`src/rtl/tmds_word_align.sv`:
```
// tmds_word_align: TMDS word-boundary acquisition and 10b->8b decode for one channel.
//
// Watches the deserialized word stream for a run of TOKEN_RUN consecutive control tokens.
// While no run is found, it requests one bitslip per SEARCH_WIN cycles. Each bitslip is
// followed by SLIP_WAIT settle cycles. Once a run is seen, the block reports locked. Lock is
// dropped, without a slip, if no further run appears within LOSS_WIN cycles. Every word is
// also decoded in a 2-stage pipeline into pixel data or a control code.
//
// Ports:
//   pclk        in   pixel clock
//   reset_n     in   asynchronous active-low reset
//   din[9:0]    in   deserialized word, din[0] is the first bit on the wire
//   data[7:0]   out  decoded pixel byte (valid when de=1)
//   ctl[1:0]    out  decoded control code {C1,C0} (valid when de=0)
//   de          out  1 = pixel data, 0 = control period
//   locked      out  word alignment established
//   bitslip     out  one-cycle slip request to the deserializer
//   slip_count  out  current slip position 0..9

module tmds_word_align #(
    parameter int unsigned TOKEN_RUN  = 8,
    parameter int unsigned SEARCH_WIN = 2048,
    parameter int unsigned SLIP_WAIT  = 16,
    parameter int unsigned LOSS_WIN   = 1048576
) (
    input  logic       pclk,
    input  logic       reset_n,
    input  logic [9:0] din,
    output logic [7:0] data,
    output logic [1:0] ctl,
    output logic       de,
    output logic       locked,
    output logic       bitslip,
    output logic [3:0] slip_count
);

    localparam logic [9:0]  TOK_00   = 10'h354;
    localparam logic [9:0]  TOK_01   = 10'h0AB;
    localparam logic [9:0]  TOK_10   = 10'h154;
    localparam logic [9:0]  TOK_11   = 10'h2AB;
    localparam logic [7:0]  RUN_MAX  = 8'(TOKEN_RUN);
    localparam logic [7:0]  RUN_HIT  = 8'(TOKEN_RUN - 1);
    localparam logic [15:0] WCNT_END = 16'(SEARCH_WIN - 1);
    localparam logic [7:0]  WAIT_END = 8'(SLIP_WAIT - 1);
    localparam logic [23:0] LCNT_END = 24'(LOSS_WIN - 1);

    typedef enum logic [1:0] {
        StSearch,
        StSlip,
        StWait,
        StLocked
    } state_e;

    state_e      state;
    logic [9:0]  w1;
    logic        tok1;
    logic [1:0]  tok_ctl;
    logic [7:0]  d;
    logic [7:0]  dec;
    logic [7:0]  run;
    logic        hit;
    logic [15:0] wcnt;
    logic [7:0]  wait_cnt;
    logic [23:0] lcnt;

    // Stage 1: capture the raw word.
    always_ff @(posedge pclk or negedge reset_n) begin
        if (!reset_n) begin
            w1 <= 10'd0;
        end else begin
            w1 <= din;
        end
    end

    // Control-token recognition on the stage-1 word.
    always_comb begin
        tok1    = 1'b1;
        tok_ctl = 2'b00;
        case (w1)
            TOK_00:  tok_ctl = 2'b00;
            TOK_01:  tok_ctl = 2'b01;
            TOK_10:  tok_ctl = 2'b10;
            TOK_11:  tok_ctl = 2'b11;
            default: tok1 = 1'b0;
        endcase
    end

    // Data decode: undo optional inversion (bit 9), then XOR/XNOR chain (bit 8 selects).
    always_comb begin
        d      = w1[9] ? ~w1[7:0] : w1[7:0];
        dec    = 8'd0;
        dec[0] = d[0];
        for (int i = 1; i < 8; i++) begin
            dec[i] = w1[8] ? (d[i] ^ d[i-1]) : ~(d[i] ^ d[i-1]);
        end
    end

    // Stage 2: registered outputs; the field not being updated keeps its last value.
    always_ff @(posedge pclk or negedge reset_n) begin
        if (!reset_n) begin
            data <= 8'd0;
            ctl  <= 2'b00;
            de   <= 1'b0;
        end else if (tok1) begin
            ctl <= tok_ctl;
            de  <= 1'b0;
        end else begin
            data <= dec;
            de   <= 1'b1;
        end
    end

    // Token run length. Saturating at TOKEN_RUN means a long run yields a single hit.
    always_ff @(posedge pclk or negedge reset_n) begin
        if (!reset_n) begin
            run <= 8'd0;
        end else if (!tok1 || state == StSlip || state == StWait) begin
            run <= 8'd0;
        end else if (run != RUN_MAX) begin
            run <= run + 8'd1;
        end
    end

    assign hit = tok1 && (run == RUN_HIT);

    // Alignment state machine with registered locked/bitslip/slip_count.
    always_ff @(posedge pclk or negedge reset_n) begin
        if (!reset_n) begin
            state      <= StSearch;
            wcnt       <= 16'd0;
            wait_cnt   <= 8'd0;
            lcnt       <= 24'd0;
            locked     <= 1'b0;
            bitslip    <= 1'b0;
            slip_count <= 4'd0;
        end else begin
            bitslip <= 1'b0;
            unique case (state)
                StSearch: begin
                    wcnt <= wcnt + 16'd1;
                    // A completed run takes priority over window expiry.
                    if (hit) begin
                        state  <= StLocked;
                        locked <= 1'b1;
                        lcnt   <= 24'd0;
                    end else if (wcnt == WCNT_END) begin
                        state      <= StSlip;
                        bitslip    <= 1'b1;
                        slip_count <= (slip_count == 4'd9) ? 4'd0 : slip_count + 4'd1;
                    end
                end
                StSlip: begin
                    state    <= StWait;
                    wait_cnt <= 8'd0;
                end
                StWait: begin
                    if (wait_cnt == WAIT_END) begin
                        state <= StSearch;
                        wcnt  <= 16'd0;
                    end else begin
                        wait_cnt <= wait_cnt + 8'd1;
                    end
                end
                StLocked: begin
                    if (hit) begin
                        lcnt <= 24'd0;
                    end else if (lcnt == LCNT_END) begin
                        // Lost lock: search again from the current slip position.
                        state  <= StSearch;
                        locked <= 1'b0;
                        wcnt   <= 16'd0;
                    end else begin
                        lcnt <= lcnt + 24'd1;
                    end
                end
                default: state <= StSearch;
            endcase
        end
    end

endmodule

```
`config.mk`:
```
export PLATFORM = sky130hd
export DESIGN_NAME = tmds_word_align
export DESIGN_NICKNAME = d
export VERILOG_FILES = /design/src/rtl/tmds_word_align.sv
export SDC_FILE = /design/constraint.sdc
export NUM_CORES = 1
export LEC_CHECK = 0
export CORE_MARGIN = 8
export CORE_UTILIZATION = 39
export DETAILED_ROUTE_END_ITERATION = 8
export HOLD_SLACK_MARGIN = 0.05
export PLACE_DENSITY = 0.58
export SETUP_SLACK_MARGIN = 0.05
export SLEW_MARGIN = 20
export SYNTH_ARGS = -nofsm -noshare
export SYNTH_HDL_FRONTEND = slang
export SYNTH_SLANG_ARGS = --single-unit
```
`constraint.sdc`:
```
create_clock -name pclk -period 2.95 [get_ports pclk]
set_clock_uncertainty 0.05 [all_clocks]
set_input_delay 0.59 -clock pclk [delete_from_list [all_inputs] [get_ports pclk]]
set_output_delay 0.59 -clock pclk [all_outputs]
set_load 0.005 [all_outputs]
```
Word level (Yosys, flattened, before mapping) --
Cells that the tools add are included.
Cells by class: $add $sub $neg 5, equality and inequality tests 20, muxes and demuxes 37, bitwise gates (word level) 16, reduce and logical (&&, ||, !) cells 16
Operators with widths (count):
- two-way mux 24 bit | 3
- two-way mux 16 bit | 3
- case mux 16 bit (3 select lines) | 1
- case mux 24 bit (2 select lines) | 1
- two-way mux 8 bit | 4
- adder 24 x 1 -> 24 bit, second input constant | 1
- equality test 24 x 20 -> 1 bit, second input constant | 1
- equality test 10 bit, second input constant | 2
- adder 16 x 1 -> 16 bit, second input constant | 1
- adder 8 x 1 -> 8 bit, second input constant | 2
- equality test 16 x 11 -> 1 bit, second input constant | 1
- case mux 8 bit (2 select lines) | 1
- two-way mux 1 bit | 15
- AND reduction 4 bit | 3
- equality test 10 x 8 -> 1 bit, second input constant | 1
- equality test 10 x 9 -> 1 bit, second input constant | 1
- two-way mux 2 bit | 5
- equality test 8 x 3 -> 1 bit, second input constant | 1
- equality test 8 x 4 -> 1 bit, second input constant | 1
- inequality test 2 bit, second input constant | 4
- inequality test 8 x 4 -> 1 bit, second input constant | 1
- NOT 1 bit | 8
- NOT 8 bit | 1
- case mux 2 bit (4 select lines) | 1
- 19 further kinds | 31
Storage, ports and cells: register bits 85, input port bits 12, output and inout bits 17, word-level logic and storage cells 106

Logic depth before layout (Yosys ltp) --
Gate-level depths: netlist of run 1.
word-level depth 7, gate-level depth with buffers 9, gate-level depth less buffers 7

Worst setup path before layout of run 1 --
Ideal clock, no wire load.
path kind flip-flop to flip-flop, start point register run[4], end point register lcnt[5], library setup time 121 ps, arrival time 2155 ps, data required time 2779 ps, path slack 624 ps, stages on the path, launching flop included 8, path buffers 1, period minus slack after synthesis 2326 ps, cells stage by stage dfrtp_1 -> or4_4 -> nor3_2 -> o21ai_2 -> or3_1 -> buf_6 -> a22o_1 -> a22o_1
Between the ends: word-level cells in the longest chain between the ends 4, elaborated cells between the ends (all ways) 7, those cells by class eq/ne (3); mux (2); reduce/logical (2)
RTL lines:
- start: declaration | RTL line 60 | logic [7:0] run;
- start signal: assignment | RTL line 120 | run <= run + 8'd1;
- equality test 8 x 3 -> 1 bit (*) | RTL line 124 | assign hit = tok1 && (run == RUN_HIT);
- logical AND 1 bit (*) | RTL line 124
- inequality test 3 bit (no source line) (tied with other cells)
- AND reduction 3 bit (no source line) or case mux 24 bit (2 select lines) (tied branches)
- end signal: assignment | RTL line 173 | lcnt <= lcnt + 24'd1;
- end: declaration | RTL line 64 | logic [23:0] lcnt;
Every way passes the cells marked *; elsewhere a longest branch is shown, timed or not. A chain may end at the register's enable or synchronous reset.

Final worst setup path of run 1 --
start point register lcnt[0], end point register wcnt[15]
Between the ends: word-level cells in the longest chain between the ends 3
RTL lines:
- equality test 24 x 20 -> 1 bit | RTL line 167 | end else if (lcnt == LCNT_END) begin
- inequality test 2 bit (no source line)
- AND reduction 4 bit (no source line)
- end signal: assignment | RTL line 140 | wcnt <= wcnt + 16'd1;
- end: declaration | RTL line 62 | logic [15:0] wcnt;
No other way between the ends.

==> results of run 1 <==
## per-stage QoR
step / total power, mW / instance area [sq um] / instances / hold WS [ns] / util [%]
after floorplan: 1.27 / 4440 / 450 / 0.244 / -
after global placement: 1.36 / 4890 / 613 / 0.418 / 43.4
after detailed placement: 1.36 / 4890 / 613 / 0.427 / 43.4
final: 2.48 / 5180 / 629 / 0.156 / 46.0
after CTS: 2.53 / 5180 / 629 / 0.174 / 46.0
after global routing: 2.58 / 5180 / 629 / 0.203 / 46.0
## worst min path at each step
stage          slack [ns]                  end  cells past startpoint
4_1_cts              0.17  lcnt[0]$_DFFE_PN0P_                      1
3_5_place_dp         0.43  data[5]$_DFFE_PN0P_                      2
3_3_place_gp         0.42  data[6]$_DFFE_PN0P_                      2
6_report             0.16  lcnt[0]$_DFFE_PN0P_                      1
2_1_floorplan        0.24    bitslip$_DFF_PN0_                      0
5_1_grt              0.20  lcnt[0]$_DFFE_PN0P_                      1
## area by class of cell
cell class | count | share of cell area, %
Clock buffer | 12 | 4.76
Clock inverter | 4 | 0.918
Inverter | 11 | 0.797
Multi-Input combinational cell | 335 | 42.1
Sequential cell | 85 | 41.1
Tap cell | 143 | 3.45
Timing Repair Buffer | 39 | 6.95
## cell families after synthesis
family | after synthesis | synth area share [%]
simple gates | 197 | 23.9
compound gates | 95 | 15.7
flops | 85 | 47.9
buf+inv | 30 | 3.13
xor+xnor | 24 | 4.73
mux | 14 | 3.18
fa+ha+maj | 5 | 1.41
## worst max-delay path, delay by kind of cell (launching register included)
family          cells  cell delay [ns]
compound gates      2             0.38
fa+ha+maj           1             0.23
buf+inv             1             0.23
flops               1             0.41
simple gates        4             1.21
## registers in the layout, indices dropped and copies added (netlist names)
signal,flops
locked,1
lcnt,24
wcnt,16
state,2
run,8
w1,10
bitslip,1
ctl,2
de,1
data,8
wait_cnt,8
slip_count,4
## layout by cell type (no fill, tap or decap), types with 3 or more instances in the layout
master and n:
or2_2 4, nand3_1 33, a21o_1 4, inv_1 11, nor3_1 9, and4_1 5, mux2i_1 13, clkbuf_16 9
buf_4 12, ha_1 5, and3_1 6, a21oi_1 17, o31ai_1 4, nand4_1 13, nand2_1 43, or3_1 3
nand2b_1 10, xnor2_1 18, and2_1 3, or4_1 3, nor2b_1 13, nor4_1 13, nor2_1 29, o211ai_1 3
a2bb2oi_1 3, a22oi_1 8, o21ai_0 20, a22o_1 10, xor2_1 6, a221o_1 8, clkdlybuf4s50_1 27, dfrtp_1 85
## power by group through the flow
stage	registers, mW	logic [mW]	clock network [mW]
final	1.21	0.119	1.15
after global routing	1.22	0.134	1.23
after CTS	1.22	0.124	1.19
after detailed placement	1.24	0.124	0
after global placement	1.24	0.123	0
after floorplan	1.23	0.0348	0
## routing by layer
layer / vias to the layer above / part of all wire, % / global-route usage, %
li1: 1711 / - / -
met1: 1656 / 49 / 18.3
met2: 52 / 46 / 22.0
met3: 18 / 3.2 / 2.90
met4: 0 / 2.2 / 7.08
met5: - / 0 / 0
==> summary.txt, run 1 <==
Synth
  – Largest area contributor in the netlist: dfrtp_1
  – Seq cells post-synth: 85
  – Count of different cell masters after synthesis: 58
  – Synth Flop Type: dfrtp_1
  – Post-Syn Nets: 467
  – Post-synth EDFFs: 0
  – Synth top area share: 47.9%
  – Synth async-reset ratio: 100%
  – Average cell area after synthesis: 9.87 sq um
  – Largest cells by area after synthesis: dfrtp_1 (48%), nand3_1 (3.7%), nand2_1 (3.6%), xnor2_1 (3.6%), mux2i_1 (2.9%)
  – Synth warn: 0
  – Synth cell count leaders: dfrtp_1 (85), nand2_1 (43), nand3_1 (33), nor2_1 (29), o21ai_0 (20)
  – Most common cell in the netlist: dfrtp_1
  – Synth Instances: 450
  – Post-synthesis sequential area ratio: 47.9%
  – Cell Area, Synth: 0.00444 sq mm

CTS
  – CTS Buffer Depth: 2
  – CTS sink count: 85
  – H-tree depth: 3
  – Worst-Skew Late Latency: 0.35 ns
  – Clk pin slew, worst setup/hold paths: 0.07 ns
  – Quantity of gates resized following cts: 0
  – Cts bufs inserted: 9
  – TritonCTS clock tree: yes
  – Post-CTS setup buffers: 0
  – Clock Tree Root: clkbuf_16
  – # hold bufs at CTS: 0

Power and ir drop
  – Net Sw Power: 542 uW
  – Power density cells: 479 mW/mm^2
  – Clock power share: 46.2%
  – Comb power frac: 4.8%
  – Net Sw Frac: 21.9%
  – LEAKAGE: 2.14 nW
  – Peak VDD IR: 260 uV
  – Sequential fraction of design power: 49.0%
  – Power Internal: 1.94 mW

Global routing
  – Grt total ovfl: 0
  – Largest net degree at the start of global routing: 39
  – Vias in the first global route: 3376
  – GR Util All Layers: 14.1%
  – Initial antenna violation count: 0
  – First-pass GRT wire length: 16800 um

Run status
  – Run status: completed

Timing
  – Final worst slack: 0.352 ns
  – Fin. max-slew vios: 0
  – Final setup fails: 0
  – RSZ-0062 raised after global routing: no
  – Min cycle time layout: 2.60 ns
  – Peak Freq: 0.385 GHz
  – Slew HR: 55.9%
  – Final Hold Viols: 0
  – Worst-margin pin slew: 0.657 ns
  – Final period utilization: 88.1%
  – Setup TNS: 0 ns

Drt
  – Vias: 3437
  – Vias per cell: 5.46
  – Drt first pass iters: 6
  – Antenna-violating nets left: 0
  – Drt first-iter violations: 157
  – DRC viols: 0
  – Mean routed wirelength per cell: 15.3 um
  – DRT Wirelength: 9630 um

Critical path
  – Worst EP required: 3.17 ns
  – Reg-to-reg critical path startpoint: lcnt[0]$_DFFE_PN0P_
  – Worst reg-to-reg path cell count: 8
  – Slowest-stage cell, CP: or4_1
  – Crit path cell chain: ha_1, and3_1, nand3_1, nor4_4, a41oi_2, buf_4, or4_1, a21oi_1
  – CP Capture Point: wcnt[15]$_DFFE_PN0P_
  – WP data arrival: 2.82 ns
  – Nature of the critical path startpoint: flop
  – CP Class: flop to flop
  – Crit path max fanout: 13
  – Crit-path max cell delay: 0.50 ns
  – Worst setup path start: lcnt[0]$_DFFE_PN0P_
  – Reg2reg setup slack: 0.35 ns
  – RR Endpoint: wcnt[15]$_DFFE_PN0P_
  – Crit. End Element: flop

Placed design
  – Routability cong.: 0.771
  – Setup WS pre-CTS: 0.369 ns
  – Post-DP HPWL: 6630 um
  – Number of port buffers: 28

Finish
  – Final-layout fill cell count: 1045
  – Share of layout cells above drive strength 1: 8.64%
  – Multi-input logic area: 0.00218 sq mm
  – Nets@finish: 498
  – FF/Latch Area: 0.00213 sq mm
  – Area growth syn-to-layout: 16.7%
  – Antenna diodes: 0

Floorplan
  – Core Box Area: 0.0113 sq mm
  – Die ar.: 0.0151 sq mm
  – Site Rows: 39
  – Initial Util: 39.4%
  – Chip width: 123 um
  – IO Pins: 29
  – Die Span Y: 123 um

Hold path
  – HP Class: input port to async pin

Job
  – Max-Cap Viols: 0
No activity file was read; power rests on OpenSTA's default activity.
==> run 2, diff against run 1 <==
--- a/config.mk
+++ b/config.mk
@@ -7,6 +7,7 @@
 export LEC_CHECK = 0
 export CORE_MARGIN = 8
 export CORE_UTILIZATION = 39
+export CTS_CLUSTER_SIZE = 10
 export DETAILED_ROUTE_END_ITERATION = 8
 export HOLD_SLACK_MARGIN = 0.05
 export PLACE_DENSITY = 0.58
==> results of run 2 <==
No change in the layout: final DEF, timing and power equal those of run 1.
==> run 3, diff against run 2 <==
--- a/config.mk
+++ b/config.mk
@@ -6,11 +6,12 @@
 export NUM_CORES = 1
 export LEC_CHECK = 0
 export CORE_MARGIN = 8
-export CORE_UTILIZATION = 39
+export CORE_UTILIZATION = 45
 export CTS_CLUSTER_SIZE = 10
 export DETAILED_ROUTE_END_ITERATION = 8
 export HOLD_SLACK_MARGIN = 0.05
-export PLACE_DENSITY = 0.58
+export PLACE_DENSITY = 0.64
+export RECOVER_POWER = 100
 export SETUP_SLACK_MARGIN = 0.05
 export SLEW_MARGIN = 20
 export SYNTH_ARGS = -nofsm -noshare
==> run 3 against run 2 <==
- sequential power is essentially flat
- die area decreased by 12%
- register-to-register slack worse by 0.11 ns
- count of clock-buffer cells in the layout shrank 3
- core utilization up 6.5 points
- final cell count is 1.7% lower
==> summary.txt, run 3 (same netlist as run 1, synthesis figures left out) <==
Floorplan
  – Initial Util: 45.9%
  – Site Rows: 36
  – Die Span Y: 115 um
  – Core Box Area: 0.00968 sq mm
  – Die ar.: 0.0133 sq mm
  – Chip width: 115 um
  – IO Pins: 29

Finish
  – Area growth syn-to-layout: 14.5%
  – Nets@finish: 497
  – Reg with most FFs: lcnt
  – Finished layout cell area: 0.00508 sq mm
  – Most common cell after layout, fill and taps aside: dfrtp_1
  – Most frequent cells in the layout: dfrtp_1 (85), nand2_1 (43), nand3_1 (33), nor2_1 (29), dlygate4sd3_1 (27)
  – Final core occ: 52.5%
  – Antenna diodes: 0
  – Non-Filler Instances: 618
  – Largest registers: lcnt (24), wcnt (16), w1 (10)
  – Share of layout cells above drive strength 1: 7.84%
  – Largest register FFs: 24

CTS
  – Quantity of gates resized following cts: 0
  – TritonCTS clock tree: yes
  – CTS Buffer Depth: 2
  – Cts bufs inserted: 9
  – H-tree depth: 3
  – Worst-Skew Late Latency: 0.35 ns
  – CTS sink count: 85
  – Clock Tree Root: clkbuf_8
  – # hold bufs at CTS: 0
  – Clk pin slew, worst setup/hold paths: 0.09 ns
  – Post-CTS setup buffers: 0

Critical path
  – Crit. End Element: flop
  – Worst EP required: 3.15 ns
  – Reg2reg setup slack: 0.24 ns
  – CP Class: flop to flop
  – WP data arrival: 2.91 ns
  – RR Endpoint: lcnt[1]$_DFFE_PN0P_
  – Reg-to-reg critical path startpoint: run[4]$_DFFE_PN0P_
  – Nature of the critical path startpoint: flop
  – Crit path max fanout: 19
  – Worst reg-to-reg path cell count: 6

Global routing
  – Grt total ovfl: 0
  – Initial antenna violation count: 0
  – Largest net degree at the start of global routing: 49
  – First-pass GRT wire length: 15400 um
  – GR Util All Layers: 14.1%
  – Vias in the first global route: 3223

Power and ir drop
  – LEAKAGE: 2.11 nW
  – Comb power frac: 4.6%
  – Clock power share: 43.2%
  – Power density cells: 455 mW/mm^2
  – Net Sw Frac: 21.7%
  – Sequential fraction of design power: 52.2%
  – Peak VDD IR: 310 uV
  – Net Sw Power: 503 uW
  – Power Internal: 1.81 mW

Timing
  – RSZ-0062 raised after global routing: no
  – WHS: 0.409 ns
  – Final Hold Viols: 0
  – Slew HR: 22.1%
  – Final setup fails: 0
  – Final period utilization: 91.9%
  – Fin. max-slew vios: 0
  – Min cycle time layout: 2.71 ns
  – Peak Freq: 0.369 GHz
  – Worst-margin pin slew: 1.17 ns
  – Setup TNS: 0 ns

Drt
  – Drt first-iter violations: 181
  – Vias: 3419
  – Vias per cell: 5.53
  – DRC viols: 0
  – Drt first pass iters: 4
  – Mean routed wirelength per cell: 14.2 um
  – Antenna-violating nets left: 0
  – DRT Wirelength: 8790 um

Placed design
  – Post-DP HPWL: 6160 um
  – Placement-stage cell area: 0.00488 sq mm
  – Number of port buffers: 28
  – Routability cong.: 0.737
  – Dpl cells: 602

Run status
  – Run status: completed

Hold path
  – HP Class: input port to async pin

Job
  – Max-Cap Viols: 0
-- run 3: cell types whose count changed in the layout (fill, tap and decap cells not counted), sizes merged --
cell,change
inv,+1
clkinv,-1
bufinv,+2
clkbuf,+4
dlygate4sd3,+27
clkinvlp,+1
buf,-8
clkdlybuf4s50,-27
-- run 3: critical path: stages, from the launching register on --
cell and delay (ns):
dfrtp_1 0.42, or4_4 0.55, nor3_2 0.24, o21ai_2 0.16, or3_1 0.63, and2_0 0.32
a22o_1 0.24
-- run 3: area by class of cell --
type / instances / area (sq um)
sequential: 85 / 2130
timing repair buffer: 38 / 330
tap: 133 / 166
inverter: 11 / 41.3
clock buffer: 9 / 124
fill: 887 / 4600
multi-input combinational: 335 / 2170
clock inverter: 7 / 123
-- run 3: metrics by stage --
stage               setup WS [ns]  total power [mW]
finish                      0.238              2.32
global route               0.0767              2.41
CTS                         0.246              2.36
detailed placement          0.256              1.36
global placement            0.288              1.36
floorplan                   0.624              1.27
-- run 3: metal layers --
layer	vias to the layer above	global-route usage, %	wire (um)	part of all wire [%]
met1	1643	18.4	4240	48
met5	-	0	0	0
li1	1728	-	-	-
met4	0	3.42	50	0.57
met3	5	3.36	307	3.5
met2	43	23.1	4180	48
-- run 3: worst max-delay path by stage --
stage | startpoint | to | slack [ns] | depth (start not counted)
3_5_place_dp | run[4]$_DFFE_PN0P_ | lcnt[5]$_DFFE_PN0P_ | 0.26 | 6
5_1_grt | w1[4]$_DFF_PN0_ | lcnt[1]$_DFFE_PN0P_ | 0.08 | 6
4_1_cts | run[4]$_DFFE_PN0P_ | lcnt[5]$_DFFE_PN0P_ | 0.25 | 6
3_3_place_gp | run[4]$_DFFE_PN0P_ | lcnt[5]$_DFFE_PN0P_ | 0.29 | 6
6_report | run[4]$_DFFE_PN0P_ | lcnt[1]$_DFFE_PN0P_ | 0.24 | 6
2_1_floorplan | run[4]$_DFFE_PN0P_ | lcnt[5]$_DFFE_PN0P_ | 0.62 | 7
-- run 3: power groups by stage --
stage / Clock (mW) / Combinational, mW / Sequential (mW)
floorplan: 0 / 0.0348 / 1.23
global placement: 0 / 0.123 / 1.23
detailed placement: 0 / 0.124 / 1.23
CTS: 1.03 / 0.124 / 1.21
global route: 1.07 / 0.120 / 1.21
finish: 1.00 / 0.105 / 1.21
